## src/rtl/sram_arbiter_pkg.sv

```systemverilog
// rtl/sram_arbiter_pkg.sv - memory op codes shared by the SRAM arbiter and its helpers
package sram_arbiter_pkg;

    typedef logic [3:0] mem_op_t;

    localparam mem_op_t RAM_NOP = 4'b0000;
    localparam mem_op_t MEM_LB  = 4'd1;
    localparam mem_op_t MEM_LH  = 4'd2;
    localparam mem_op_t MEM_LW  = 4'd3;
    localparam mem_op_t MEM_LBU = 4'd4;
    localparam mem_op_t MEM_LHU = 4'd5;
    localparam mem_op_t MEM_SB  = 4'd6;
    localparam mem_op_t MEM_SH  = 4'd7;
    localparam mem_op_t MEM_SW  = 4'd8;

endpackage

```

## src/rtl/sram_arbiter_if.sv

```systemverilog
// rtl/sram_arbiter_if.sv - pipeline request ports and SRAM controller bus of the arbiter
interface sram_arbiter_if;
    import sram_arbiter_pkg::*;

    logic        if_req_i;
    logic [31:0] if_addr_i;
    logic [31:0] if_data_o;
    logic        if_ready_o;
    mem_op_t     mem_op_i;
    logic [31:0] mem_addr_i;
    logic [31:0] mem_wdata_i;
    logic [31:0] mem_rdata_o;
    logic        mem_ready_o;
    logic        addr_err_o;
    logic        stall_o;
    logic [19:0] ramAddr_o;
    logic [31:0] storeData_o;
    mem_op_t     ramOp_o;
    logic [31:0] loadData_i;
    logic        success_i;

    modport slave (
        input  if_req_i, if_addr_i, mem_op_i, mem_addr_i, mem_wdata_i, loadData_i, success_i,
        output if_data_o, if_ready_o, mem_rdata_o, mem_ready_o, addr_err_o, stall_o,
               ramAddr_o, storeData_o, ramOp_o
    );

    modport master (
        output if_req_i, if_addr_i, mem_op_i, mem_addr_i, mem_wdata_i, loadData_i, success_i,
        input  if_data_o, if_ready_o, mem_rdata_o, mem_ready_o, addr_err_o, stall_o,
               ramAddr_o, storeData_o, ramOp_o
    );

endinterface

```

## src/rtl/sram_store_align.sv

```systemverilog
// rtl/sram_store_align.sv - moves store data to its top lanes and flags misaligned data accesses
module sram_store_align
    import sram_arbiter_pkg::*;
(
    input  mem_op_t     op_i,
    input  logic [1:0]  addr_lo_i,
    input  logic [31:0] wdata_i,
    output logic [31:0] data_o,
    output logic        misaligned_o
);

    // The controller steers bytes/halfwords from the top lanes, so narrow stores are left-justified.
    always_comb begin
        data_o       = 32'h0;
        misaligned_o = 1'b0;
        case (op_i)
            MEM_SW: begin
                data_o       = wdata_i;
                misaligned_o = (addr_lo_i != 2'b00);
            end
            MEM_SH: begin
                data_o       = {wdata_i[15:0], 16'h0};
                misaligned_o = addr_lo_i[0];
            end
            MEM_SB:          data_o       = {wdata_i[7:0], 24'h0};
            MEM_LW:          misaligned_o = (addr_lo_i != 2'b00);
            MEM_LH, MEM_LHU: misaligned_o = addr_lo_i[0];
            default: ;
        endcase
    end

endmodule

```

## src/rtl/sram_arbiter.sv

```systemverilog
// rtl/sram_arbiter.sv - data-priority arbiter between fetch and data ports in front of the SRAM controller
module sram_arbiter
    import sram_arbiter_pkg::*;
(
    input  logic          clk50,
    input  logic          rst,
    sram_arbiter_if.slave bus
);

    typedef enum logic [1:0] {IDLE, DATA, INST, GAP} state_e;

    state_e      state_q, state_d;
    mem_op_t     ram_op_q, ram_op_d;
    logic [19:0] ram_addr_q, ram_addr_d;
    logic [31:0] store_data_q, store_data_d;
    logic [31:0] if_data_q, if_data_d;
    logic [31:0] mem_rdata_q, mem_rdata_d;
    logic        if_ready_q, if_ready_d;
    logic        mem_ready_q, mem_ready_d;
    logic        addr_err_q, addr_err_d;
    logic        err_mem_q, err_mem_d;
    logic [31:0] aligned_wdata;
    logic        mem_misaligned;
    logic        mem_req;
    logic        if_done, mem_done;
    logic        unused_addr_bits;

    sram_store_align u_store_align (
        .op_i         (bus.mem_op_i),
        .addr_lo_i    (bus.mem_addr_i[1:0]),
        .wdata_i      (bus.mem_wdata_i),
        .data_o       (aligned_wdata),
        .misaligned_o (mem_misaligned)
    );

    assign mem_req          = (bus.mem_op_i != RAM_NOP);
    assign unused_addr_bits = ^{bus.if_addr_i[31:22], bus.mem_addr_i[31:22]};

    always_comb begin
        state_d      = state_q;
        ram_op_d     = ram_op_q;
        ram_addr_d   = ram_addr_q;
        store_data_d = store_data_q;
        if_data_d    = if_data_q;
        mem_rdata_d  = mem_rdata_q;
        err_mem_d    = err_mem_q;
        if_ready_d   = 1'b0;
        mem_ready_d  = 1'b0;
        addr_err_d   = 1'b0;
        case (state_q)
            IDLE: begin
                if (mem_req) begin
                    if (mem_misaligned) begin
                        addr_err_d = 1'b1;
                        err_mem_d  = 1'b1;
                        state_d    = GAP;
                    end else begin
                        ram_op_d     = bus.mem_op_i;
                        ram_addr_d   = bus.mem_addr_i[21:2];
                        store_data_d = aligned_wdata;
                        state_d      = DATA;
                    end
                end else if (bus.if_req_i) begin
                    if (bus.if_addr_i[1:0] != 2'b00) begin
                        addr_err_d = 1'b1;
                        err_mem_d  = 1'b0;
                        state_d    = GAP;
                    end else begin
                        ram_op_d     = MEM_LW;
                        ram_addr_d   = bus.if_addr_i[21:2];
                        store_data_d = 32'h0;
                        state_d      = INST;
                    end
                end
            end
            DATA: begin
                if (bus.success_i) begin
                    mem_rdata_d = bus.loadData_i;
                    mem_ready_d = 1'b1;
                    ram_op_d    = RAM_NOP;
                    state_d     = GAP;
                end
            end
            INST: begin
                if (bus.success_i) begin
                    if_data_d  = bus.loadData_i;
                    if_ready_d = 1'b1;
                    ram_op_d   = RAM_NOP;
                    state_d    = GAP;
                end
            end
            // One dead cycle lets the controller settle and the requester drop its level.
            GAP:     state_d = IDLE;
            default: state_d = IDLE;
        endcase
    end

    always_ff @(posedge clk50 or posedge rst) begin
        if (rst) begin
            state_q      <= IDLE;
            ram_op_q     <= RAM_NOP;
            ram_addr_q   <= 20'h0;
            store_data_q <= 32'h0;
            if_data_q    <= 32'h0;
            mem_rdata_q  <= 32'h0;
            if_ready_q   <= 1'b0;
            mem_ready_q  <= 1'b0;
            addr_err_q   <= 1'b0;
            err_mem_q    <= 1'b0;
        end else begin
            state_q      <= state_d;
            ram_op_q     <= ram_op_d;
            ram_addr_q   <= ram_addr_d;
            store_data_q <= store_data_d;
            if_data_q    <= if_data_d;
            mem_rdata_q  <= mem_rdata_d;
            if_ready_q   <= if_ready_d;
            mem_ready_q  <= mem_ready_d;
            addr_err_q   <= addr_err_d;
            err_mem_q    <= err_mem_d;
        end
    end

    // A pulse only releases the port it belongs to; the other port may still be waiting.
    assign if_done  = if_ready_q | (addr_err_q & ~err_mem_q);
    assign mem_done = mem_ready_q | (addr_err_q & err_mem_q);

    assign bus.stall_o     = (bus.if_req_i & ~if_done) | (mem_req & ~mem_done);
    assign bus.ramOp_o     = ram_op_q;
    assign bus.ramAddr_o   = ram_addr_q;
    assign bus.storeData_o = store_data_q;
    assign bus.if_data_o   = if_data_q;
    assign bus.if_ready_o  = if_ready_q;
    assign bus.mem_rdata_o = mem_rdata_q;
    assign bus.mem_ready_o = mem_ready_q;
    assign bus.addr_err_o  = addr_err_q;

endmodule

```

## src/flat_wrapper.sv

```systemverilog
// flat-port wrapper written by rule: the top's interface ports become plain ports
module sram_arbiter_flat import sram_arbiter_pkg::*;
  (clk50, rst, bus_if_req_i, bus_if_addr_i, bus_mem_op_i, bus_mem_addr_i, bus_mem_wdata_i, bus_loadData_i, bus_success_i, bus_if_data_o, bus_if_ready_o, bus_mem_rdata_o, bus_mem_ready_o, bus_addr_err_o, bus_stall_o, bus_ramAddr_o, bus_storeData_o, bus_ramOp_o);
  sram_arbiter_if bus_i ();
  input  logic clk50;
  input  logic rst;
  input wire logic [$bits(bus_i.if_req_i)-1:0] bus_if_req_i;
  input wire logic [$bits(bus_i.if_addr_i)-1:0] bus_if_addr_i;
  input wire logic [$bits(bus_i.mem_op_i)-1:0] bus_mem_op_i;
  input wire logic [$bits(bus_i.mem_addr_i)-1:0] bus_mem_addr_i;
  input wire logic [$bits(bus_i.mem_wdata_i)-1:0] bus_mem_wdata_i;
  input wire logic [$bits(bus_i.loadData_i)-1:0] bus_loadData_i;
  input wire logic [$bits(bus_i.success_i)-1:0] bus_success_i;
  output wire logic [$bits(bus_i.if_data_o)-1:0] bus_if_data_o;
  output wire logic [$bits(bus_i.if_ready_o)-1:0] bus_if_ready_o;
  output wire logic [$bits(bus_i.mem_rdata_o)-1:0] bus_mem_rdata_o;
  output wire logic [$bits(bus_i.mem_ready_o)-1:0] bus_mem_ready_o;
  output wire logic [$bits(bus_i.addr_err_o)-1:0] bus_addr_err_o;
  output wire logic [$bits(bus_i.stall_o)-1:0] bus_stall_o;
  output wire logic [$bits(bus_i.ramAddr_o)-1:0] bus_ramAddr_o;
  output wire logic [$bits(bus_i.storeData_o)-1:0] bus_storeData_o;
  output wire logic [$bits(bus_i.ramOp_o)-1:0] bus_ramOp_o;
  assign bus_i.if_req_i = bus_if_req_i;
  assign bus_i.if_addr_i = bus_if_addr_i;
  assign bus_i.mem_op_i = bus_mem_op_i;
  assign bus_i.mem_addr_i = bus_mem_addr_i;
  assign bus_i.mem_wdata_i = bus_mem_wdata_i;
  assign bus_i.loadData_i = bus_loadData_i;
  assign bus_i.success_i = bus_success_i;
  assign bus_if_data_o = bus_i.if_data_o;
  assign bus_if_ready_o = bus_i.if_ready_o;
  assign bus_mem_rdata_o = bus_i.mem_rdata_o;
  assign bus_mem_ready_o = bus_i.mem_ready_o;
  assign bus_addr_err_o = bus_i.addr_err_o;
  assign bus_stall_o = bus_i.stall_o;
  assign bus_ramAddr_o = bus_i.ramAddr_o;
  assign bus_storeData_o = bus_i.storeData_o;
  assign bus_ramOp_o = bus_i.ramOp_o;
  sram_arbiter u_core (.clk50(clk50), .rst(rst), .bus(bus_i));
endmodule
```

## config.mk

```make
export PLATFORM = sky130hd
export DESIGN_NAME = sram_arbiter_flat
export DESIGN_NICKNAME = d
export VERILOG_FILES = /design/src/rtl/sram_arbiter_pkg.sv /design/src/rtl/sram_arbiter_if.sv /design/src/rtl/sram_store_align.sv /design/src/rtl/sram_arbiter.sv /design/src/flat_wrapper.sv
export SDC_FILE = /design/constraint.sdc
export NUM_CORES = 1
export LEC_CHECK = 0
export ABC_AREA = 0
export CORE_ASPECT_RATIO = 1.1
export CORE_MARGIN = 8
export CORE_UTILIZATION = 42
export DETAILED_ROUTE_END_ITERATION = 8
export GPL_ROUTABILITY_DRIVEN = 1
export PLACE_DENSITY = 0.81
export SLEW_MARGIN = 20
export SYNTH_ARGS = -nofsm -noshare
export SYNTH_HDL_FRONTEND = slang
export SYNTH_SLANG_ARGS = --single-unit
```

## constraint.sdc

```tcl
create_clock -name clk50 -period 5 [get_ports clk50]
set_input_delay 1 -clock clk50 [delete_from_list [all_inputs] [get_ports clk50]]
set_output_delay 1 -clock clk50 [all_outputs]
set_load 0.01 [all_outputs]
```

; ---- Yosys cells after proc, flatten, opt, wreduce, memory -nomap -nowiden
; Index checks and enable logic that the tools add are counted.
; Widths: inputs -> output; s select.
[classes]
eq_ne = 16
mux = 34
bitwise = 10
reduce_logical = 16
[ops]
columns = cell, count
row1 = $mux 32, 4
row2 = $pmux 32 s3, 1
row3 = $mux 20, 4
row4 = $mux 4, 5
row5 = $mux 1, 13
row6 = $eq 4x3->1 const B, 3
row7 = $reduce_bool 2->1, 5
row8 = $eq 4x2->1 const B, 2
row9 = $mux 2, 4
row10 = $pmux 4 s2, 1
row11 = $reduce_and 4->1, 2
row12 = $ne 2x1->1 const B, 3
row13 = $ne 3x2->1 const B, 2
row14 = $pmux 2 s3, 1
row15 = $reduce_and 2->1, 3
row16 = $reduce_and 5->1, 1
row17 = $and 1x1->1, 4
row18 = $eq 2x2->1 const B, 2
row19 = $eq 4x4->1 const B, 1
row20 = $reduce_bool 4->1, 1
row21 = $reduce_or 2->1, 2
row22 = $ne 3x3->1 const B, 1
row23 = $not 1->1, 3
row24 = $or 1x1->1, 3
row25 = other kinds (5), 5
[totals]
register_bits = 126
out_inout_bits = 124

; ---- Longest topological paths before layout
; Gate-level depths: netlist of run 1.
[logic_depth]
ltp_word = 6
ltp_mapped = 8
depth_no_buf = 6

; ---- By module
; A second synthesis of run 1 with hierarchy kept.
[hier_totals]
hier_cells = 486
area_unflattened_um2 = 5570.3
[by_module_without_submodules]
columns = mod, n_inst, cells_per_inst, area_each_um2, seq_area_each_um2
row1 = sram_arbiter, 1, 430, 5157.4, 3153.0
row2 = sram_store_align, 1, 56, 412.9, 0.0

; ---- Least setup slack after synthesis of run 1
; Ideal clock, no wire load.
[synth_path]
kind = input port to output port
from = in bus_mem_op_i[1]
to = out bus_stall_o
t_arrival_ns = 2.287
required_time_ns = 4.000
slack_ns = 1.713
cell_stages = 6
n_path_buf = 2
cell_sequence = buf_2 nor4_2 clkbuf_1 nor2_1 nor3b_1 nor2_1
[synth_via]
elab_chain_len = 3
[synth_lines]
columns = element, line_no
row1 = "start, declared", flat_wrapper.sv:9  ; input wire logic [$bits(bus_i.mem_op_i)-1:0] bus_mem_op_i;
row2 = $reduce_bool 4->1, sram_arbiter.sv:36  ; assign mem_req = (bus.mem_op_i != RAM_NOP);
row3 = $and 1x1->1, sram_arbiter.sv:128  ; assign bus.stall_o = (bus.if_req_i & ~if_done) | (mem_req & ~mem_done);
row4 = $or 1x1->1, sram_arbiter.sv:128
row5 = "end, declared", flat_wrapper.sv:19  ; output wire logic [$bits(bus_i.stall_o)-1:0] bus_stall_o;
; Every way passes these cells.

; ---- Final worst setup path of run 1
[layout_path]
from = in bus_mem_op_i[0]
to = out bus_stall_o
; Same word-level chain as after synthesis.

==> results of run 1 <==
## area by class of cell
type                    count  area, um^2  area share [%]
flip-flops and latches    126        3150            35.7
repair buffers            250        2470            28.0
multi-input cells         274        2290            25.9
clock buffers              20         457            5.17
well taps                 161         201            2.28
clock inverters            11         165            1.87
inverters                  24        95.1            1.08
## worst max-delay path, stage by stage
cell and delay [ns]:
clkdlybuf4s50_1 0.59, nor4_4 0.39, nor2_1 0.10, nor3b_1 0.20
nor2_1 0.06, clkdlybuf4s50_1 0.48
## through the flow
stage,utilization (%),hold slack [ns]
after CTS,66.8,0.505
after global placement,62.1,0.487
after global routing,66.8,0.512
after floorplan,-,0.492
after detailed placement,62.1,0.492
final,66.8,0.504
## routing by layer
| layer | wire (um) | up-vias | part of all wire, % |
|---|---|---|---|
| li1 | - | 2016 | - |
| met1 | 6220 | 2150 | 37 |
| met2 | 8040 | 184 | 48 |
| met3 | 2070 | 27 | 12 |
| met4 | 442 | 0 | 2.6 |
| met5 | 0 | - | 0 |
## cells in the final DEF, fill, tap and decap left out, drive strengths merged, types with 5 or more instances in the layout
| cell | instances |
|---|---|
| a21oi | 5 |
| clkdlybuf4s50 | 239 |
| mux2i | 16 |
| nor2 | 8 |
| ha | 5 |
| nand2 | 96 |
| inv | 24 |
| mux2 | 104 |
| buf | 11 |
| clkbuf | 20 |
| a22oi | 8 |
| a22o | 9 |
| dfrtp | 126 |
| clkinv | 6 |
## logic make-up (layout without fill, tap and decap cells)
family / Yosys count / after routing / share of synthesized area, %
AO/OA/AOI/OAI: 31 / 31 / 4.13
buffers and inverters: 49 / 305 / 4.84
AND/OR/NAND/NOR: 118 / 118 / 8.88
adder cells (fa/ha/maj): 5 / 5 / 1.10
multiplexers: 120 / 120 / 25.6
flip-flops: 126 / 126 / 55.4
## sequential cells by signal, summed over array words and instances, names as in the netlist
name and cells:
u_core.bus.if_data_o 32, u_core.bus.mem_rdata_o 32, u_core.bus.storeData_o 32, u_core.bus.ramAddr_o 20
u_core.bus.ramOp_o 4, u_core.state_q 2, u_core.bus.addr_err_o 1, u_core.bus.if_ready_o 1
u_core.bus.mem_ready_o 1, u_core.err_mem_q 1
## power by group
group | total [uW] | internal, uW | switching (uW)
clock network | 1300 | 855 | 441
registers | 1730 | 1470 | 254
logic | 2280 | 1400 | 879
total | 5310 | 3730 | 1570
## worst max-delay path by stage
stage	to	cells past startpoint	startpoint
2_1_floorplan	u_core.bus.addr_err_o	1	rst
3_3_place_gp	u_core.bus.storeData_o[23]	6	bus_mem_op_i[0]
3_5_place_dp	u_core.bus.storeData_o[23]	6	bus_mem_op_i[0]
4_1_cts	bus_stall_o	6	bus_mem_op_i[0]
5_1_grt	bus_stall_o	6	bus_mem_op_i[0]
6_report	bus_stall_o	6	bus_mem_op_i[0]
==> run_results.csv, run 1 <==
group,metric,value,unit
status,run_status,"finished clean",
sta,fin_skew,0.00737,ns
clock_tree,clockRootBuffer,"clkbuf_16",
sta,fin_crit_sh,76.4,%
clock_tree,htreeDepth,4,
grt,track_usage,19.2,%
clock_tree,post_cts_buffers,0,
route,drc,0,
floorplanning,coreArea,13200,um^2
power_and_ir_drop,finalPower,5310,uW
grt,grt_use_met2,31.3,%
route,ant_nets,0,
placed_design,place_congestion,0.833,
route,drt_iter0_drc,167,
synthesis,ys_types,34,
clock_tree,clock_sinks,126,
grt,grtUsageMet3,11.1,%
sta,slew-limit-headroom,46.0,%
finish,final_net_count,834,
setup_path,cp_max_fo,9,
finish,finalInstanceArea,8830,um^2
floorplanning,die_x,127,um
grt,met1_usage,19.6,%
clock_tree,cts_made_buffers,17,
synthesis,synth_ff_type,"dfrtp_1",
min_path,min-delay-path-class,"reg -> reg",
synthesis,syn-mean-instance-area,12.7,um^2
synthesis,netlist_top_cells_count,"dfrtp_1 (126), nand2_1 (96), mux2_2 (70), mux2_4 (34), inv_1 (24)",
route,first_pass_iters,4,
clock_tree,clkLatencyLatePin,0.41,ns
setup_path,regToRegSetupSlack,2.92,ns
sta,setup_ws,1.18,ns
setup_path,start_kind,"input port",
synthesis,synth-seq-cells,126,
power_and_ir_drop,power_density,601,nW/um^2
finish,fillers,987,
finish,drive_above_1_share,21.7,%
sta,finalHoldViolations,0,
route,vias,4377,
setup_path,worstSetupEndpointType,"output port",
finish,final_cells,866,
synthesis,synth.most_common_cell,"dfrtp_1",
synthesis,synth_cells,449,
clock_tree,cts_tree,"done",
placed_design,dp_hpwl,12700,um
grt,grt.overflow.total,0,
grt,grt_pass1_vias,4903,
min_path,min_path_cells,1,
floorplanning,die_area,17500,um^2
sta,fmax,262,MHz
sta,finalCriticalPeriod,3.82,ns
grt,antenna_found_initial,0,
placed_design,dp_cells,835,
min_path,min_to,"u_core.bus.if_data_o[4]",
setup_path,r2r_cells,5,
route,wl_per_cell,19.4,um
clock_tree,cts_hold_buf,0,
synthesis,async_reset_ff_share,100,%
synthesis,synth_edf_count,0,
grt,grt_max_degree,89,
flow_run,drv_cap,0,
route,wirelength,16800,um
floorplanning,pin_count,260,
clock_tree,cts_max_path_buffers,2,
sta,setup_viol_count_final,0,
finish,area_delta_synth_final,55.2,%
sta,slew_violations,0,
grt,grt_pass1_wl,26400,um
synthesis,netlist_area,5690,um^2
power_and_ir_drop,max-vdd-ir-drop,449,uV
grt,busiest_layer,"met2",
synthesis,synth_top_area_cell,"dfrtp_1",
sta,rsz0062_at_grt,"no",
synthesis,ys_warn_count,0,
setup_path,cp.required,4.00,ns
placed_design,io_buffers,239,
route,vias_per_cell,5.05,
finish,n_antenna_cell,0,
setup_path,timing.rr.start,"u_core.state_q[0]",
setup_path,arrival,2.82,ns
floorplanning,die_h,138,um
min_path,hp-start,"u_core.bus.if_data_o[4]",
sta,final.setup.tns,0,ns
clock_tree,clk_pin_slew,0.06,ns
synthesis,synthTopCellsByArea,"dfrtp_1 (55%), mux2_2 (14%), mux2_4 (9.0%), nand2_1 (6.3%), mux2i_1 (2.8%)",
power_and_ir_drop,leakagePower,0.00389,uW
synthesis,yosys.area.top_type_share,55.4,%
placed_design,pre_cts_slack,0.977,ns
setup_path,critPathKind,"in -> out",
clock_tree,post_cts_resized,0,
synthesis,synth_nets,590,
sta,worst_pin_slew,0.809,ns
synthesis,yosysSeqAreaShare,55.4,%
floorplanning,rows,44,
setup_path,reg2reg_to,"u_core.bus.storeData_o[23]",
placed_design,postPlaceCellArea,8210,um^2
floorplanning,start_util,43.1,%
Note: power is estimated with default switching activity, not from simulation.
==> inputs of run 2 (changes only) <==
--- a/config.mk
+++ b/config.mk
@@ -8,10 +8,10 @@
 export ABC_AREA = 0
 export CORE_ASPECT_RATIO = 1.1
 export CORE_MARGIN = 8
-export CORE_UTILIZATION = 42
+export CORE_UTILIZATION = 38
 export DETAILED_ROUTE_END_ITERATION = 8
 export GPL_ROUTABILITY_DRIVEN = 1
-export PLACE_DENSITY = 0.81
+export PLACE_DENSITY = 0.77
 export SLEW_MARGIN = 20
 export SYNTH_ARGS = -nofsm -noshare
 export SYNTH_HDL_FRONTEND = slang
==> constraint.sdc (replaced) <==
create_clock -name clk50 -period 3.2 [get_ports clk50]
set_input_delay 0.64 -clock clk50 [delete_from_list [all_inputs] [get_ports clk50]]
set_output_delay 0.64 -clock clk50 [all_outputs]
set_load 0.01 [all_outputs]
==> run_results.csv, run 2 (synthesis results as in run 1) <==
group,metric,value,unit
sta,slew-limit-headroom,36.2,%
finish,area_delta_synth_final,56.1,%
grt,grt_max_degree,35,
power_and_ir_drop,p_int,5610,uW
setup_path,crit_chain,"clkdlybuf4s50_1 -> nor4_4 -> nor2_1 -> nor3b_1 -> nor2_1 -> clkdlybuf4s50_1",
setup_path,timing.rr.start,"u_core.state_q[0]",
finish,drive_above_1_share,22.6,%
route,wirelength,16900,um
finish,final_cell_mix,"clkdlybuf4s50_1 (239), dfrtp_1 (126), nand2_1 (96)",
finish,finalInstanceArea,8880,um^2
finish,seq_area,3150,um^2
power_and_ir_drop,power_density,914,nW/um^2
floorplanning,rows,47,
placed_design,dp_hpwl,12800,um
finish,n_antenna_cell,0,
clock_tree,cts_made_buffers,17,
min_path,hp-start,"u_core.bus.ramAddr_o[19]",
power_and_ir_drop,power_frac_clock,22.7,%
setup_path,cp.required,2.56,ns
grt,track_usage,17.7,%
route,ant_nets,0,
sta,fmax,331,MHz
setup_path,crit_start,"bus_mem_op_i[2]",
clock_tree,htreeDepth,4,
sta,slew_violations,0,
flow_run,drv_cap,0,
route,drc,0,
min_path,min-delay-path-class,"reg -> reg",
setup_path,crit_buf_inv,2,
route,drt_iter0_drc,122,
power_and_ir_drop,switching_share,30.9,%
sta,fin_crit_sh,94.4,%
setup_path,cpPeakStageDelay,0.62,ns
route,vias,4353,
placed_design,place_congestion,0.835,
floorplanning,start_util,38.2,%
sta,setup_viol_count_final,0,
setup_path,arrival,2.38,ns
clock_tree,clock_sinks,126,
setup_path,cp_slowest_cell,"clkdlybuf4s50_1",
power_and_ir_drop,leakagePower,0.00388,uW
power_and_ir_drop,max-vdd-ir-drop,531,uV
floorplanning,die_x,133,um
placed_design,io_buffers,239,
clock_tree,cts_hold_buf,0,
grt,grt_pass1_wl,26500,um
clock_tree,clk_pin_slew,0.06,ns
placed_design,postPlaceCellArea,8310,um^2
power_and_ir_drop,switching_power,2510,uW
setup_path,cp_max_fo,10,
clock_tree,post_cts_resized,0,
sta,worst_pin_slew,0.944,ns
sta,rsz0062_at_grt,"no",
finish,multiInputGateArea,2290,um^2
power_and_ir_drop,pwr-share-comb,44.0,%
setup_path,worstSetupEndpointType,"output port",
setup_path,cp_top_family,"buffers and inverters",
route,first_pass_iters,7,
power_and_ir_drop,seq_power_share,33.2,%
sta,finalCriticalPeriod,3.02,ns
finish,final_common_cell,"clkdlybuf4s50_1",
status,run_status,"finished clean",
finish,final_net_count,839,
floorplanning,die_area,19200,um^2
grt,grt_pass1_vias,4862,
grt,antenna_found_initial,0,
clock_tree,clockRootBuffer,"clkbuf_16",
finish,fillers,1193,
sta,fin_hold_ws,0.503,ns
clock_tree,clkLatencyLatePin,0.41,ns
sta,fin_skew,0.00717,ns
floorplanning,die_h,144,um
grt,grt.overflow.total,0,
sta,finalHoldViolations,0,
setup_path,start_kind,"input port",
clock_tree,cts_max_path_buffers,2,
setup_path,critPathKind,"in -> out",
sta,final.setup.tns,0,ns
floorplanning,coreArea,14900,um^2
route,wl_per_cell,18.6,um
clock_tree,cts_tree,"done",
clock_tree,post_cts_buffers,0,
route,vias_per_cell,4.80,
setup_path,regToRegSetupSlack,1.29,ns
floorplanning,pin_count,260,
[run 2: layout make-up]
type                    instances  share of cell area [%]
clock inverters                14                    1.49
multi-input cells             274                    25.8
flip-flops and latches        126                    35.5
well taps                     196                    2.76
repair buffers                255                    28.4
inverters                      24                    1.06
clock buffers                  18                    4.95
[run 2: worst paths after layout]
check                                                  end  cells after the start
worst max-delay path                           bus_stall_o                      6
worst min-delay path              u_core.bus.ramAddr_o[19]                      1
worst max register to register       u_core.bus.ramOp_o[2]                      6
worst min register to register    u_core.bus.ramAddr_o[19]                      1
max in group asynchronous       u_core.bus.mem_rdata_o[31]                      3
min in group asynchronous            u_core.bus.ramOp_o[0]                      2
[run 2: power groups by stage]
stage                     clock (uW)  combinational, uW  sequential (uW)
after floorplan                    0               1460             2980
after global placement             0               3550             2660
after detailed placement           0               3600             2720
after CTS                       1900               3630             2710
after global routing            1970               3830             2780
final                           1840               3570             2700
[run 2: metrics by stage]
step	setup slack, ns	total power, uW	util, %	cells
finish	0.181	8120	59.7	907
global route	0.0919	8570	59.7	907
CTS	0.143	8230	59.7	907
detailed placement	0.158	6320	55.8	875
global placement	0.180	6210	55.8	875
floorplan	0.633	4440	-	449
[run 2: worst register-to-register path, cell delays in order, from the launching register on]
cell     delay, ns
dfrtp_1       0.38
inv_1         0.10
ha_1          0.40
a32oi_1       0.33
nor2b_1       0.21
o21ai_2       0.11
mux2_2        0.28
[run 2: layer usage]
layer | track usage, % | routed length, um | up-vias
met1 | 18.6 | 6370 | 2153
met5 | 0 | 0 | -
met3 | 9.56 | 1870 | 17
met4 | 6.16 | 253 | 0
met2 | 29.9 | 8380 | 166
li1 | - | - | 2017
==> inputs of run 3 (changes only) <==
--- a/config.mk
+++ b/config.mk
@@ -9,6 +9,7 @@
 export CORE_ASPECT_RATIO = 1.1
 export CORE_MARGIN = 8
 export CORE_UTILIZATION = 38
+export CTS_CLUSTER_SIZE = 20
 export DETAILED_ROUTE_END_ITERATION = 8
 export GPL_ROUTABILITY_DRIVEN = 1
 export PLACE_DENSITY = 0.77
==> results of run 3 <==
Final layout, timing and power as in run 2 (identical DEF).
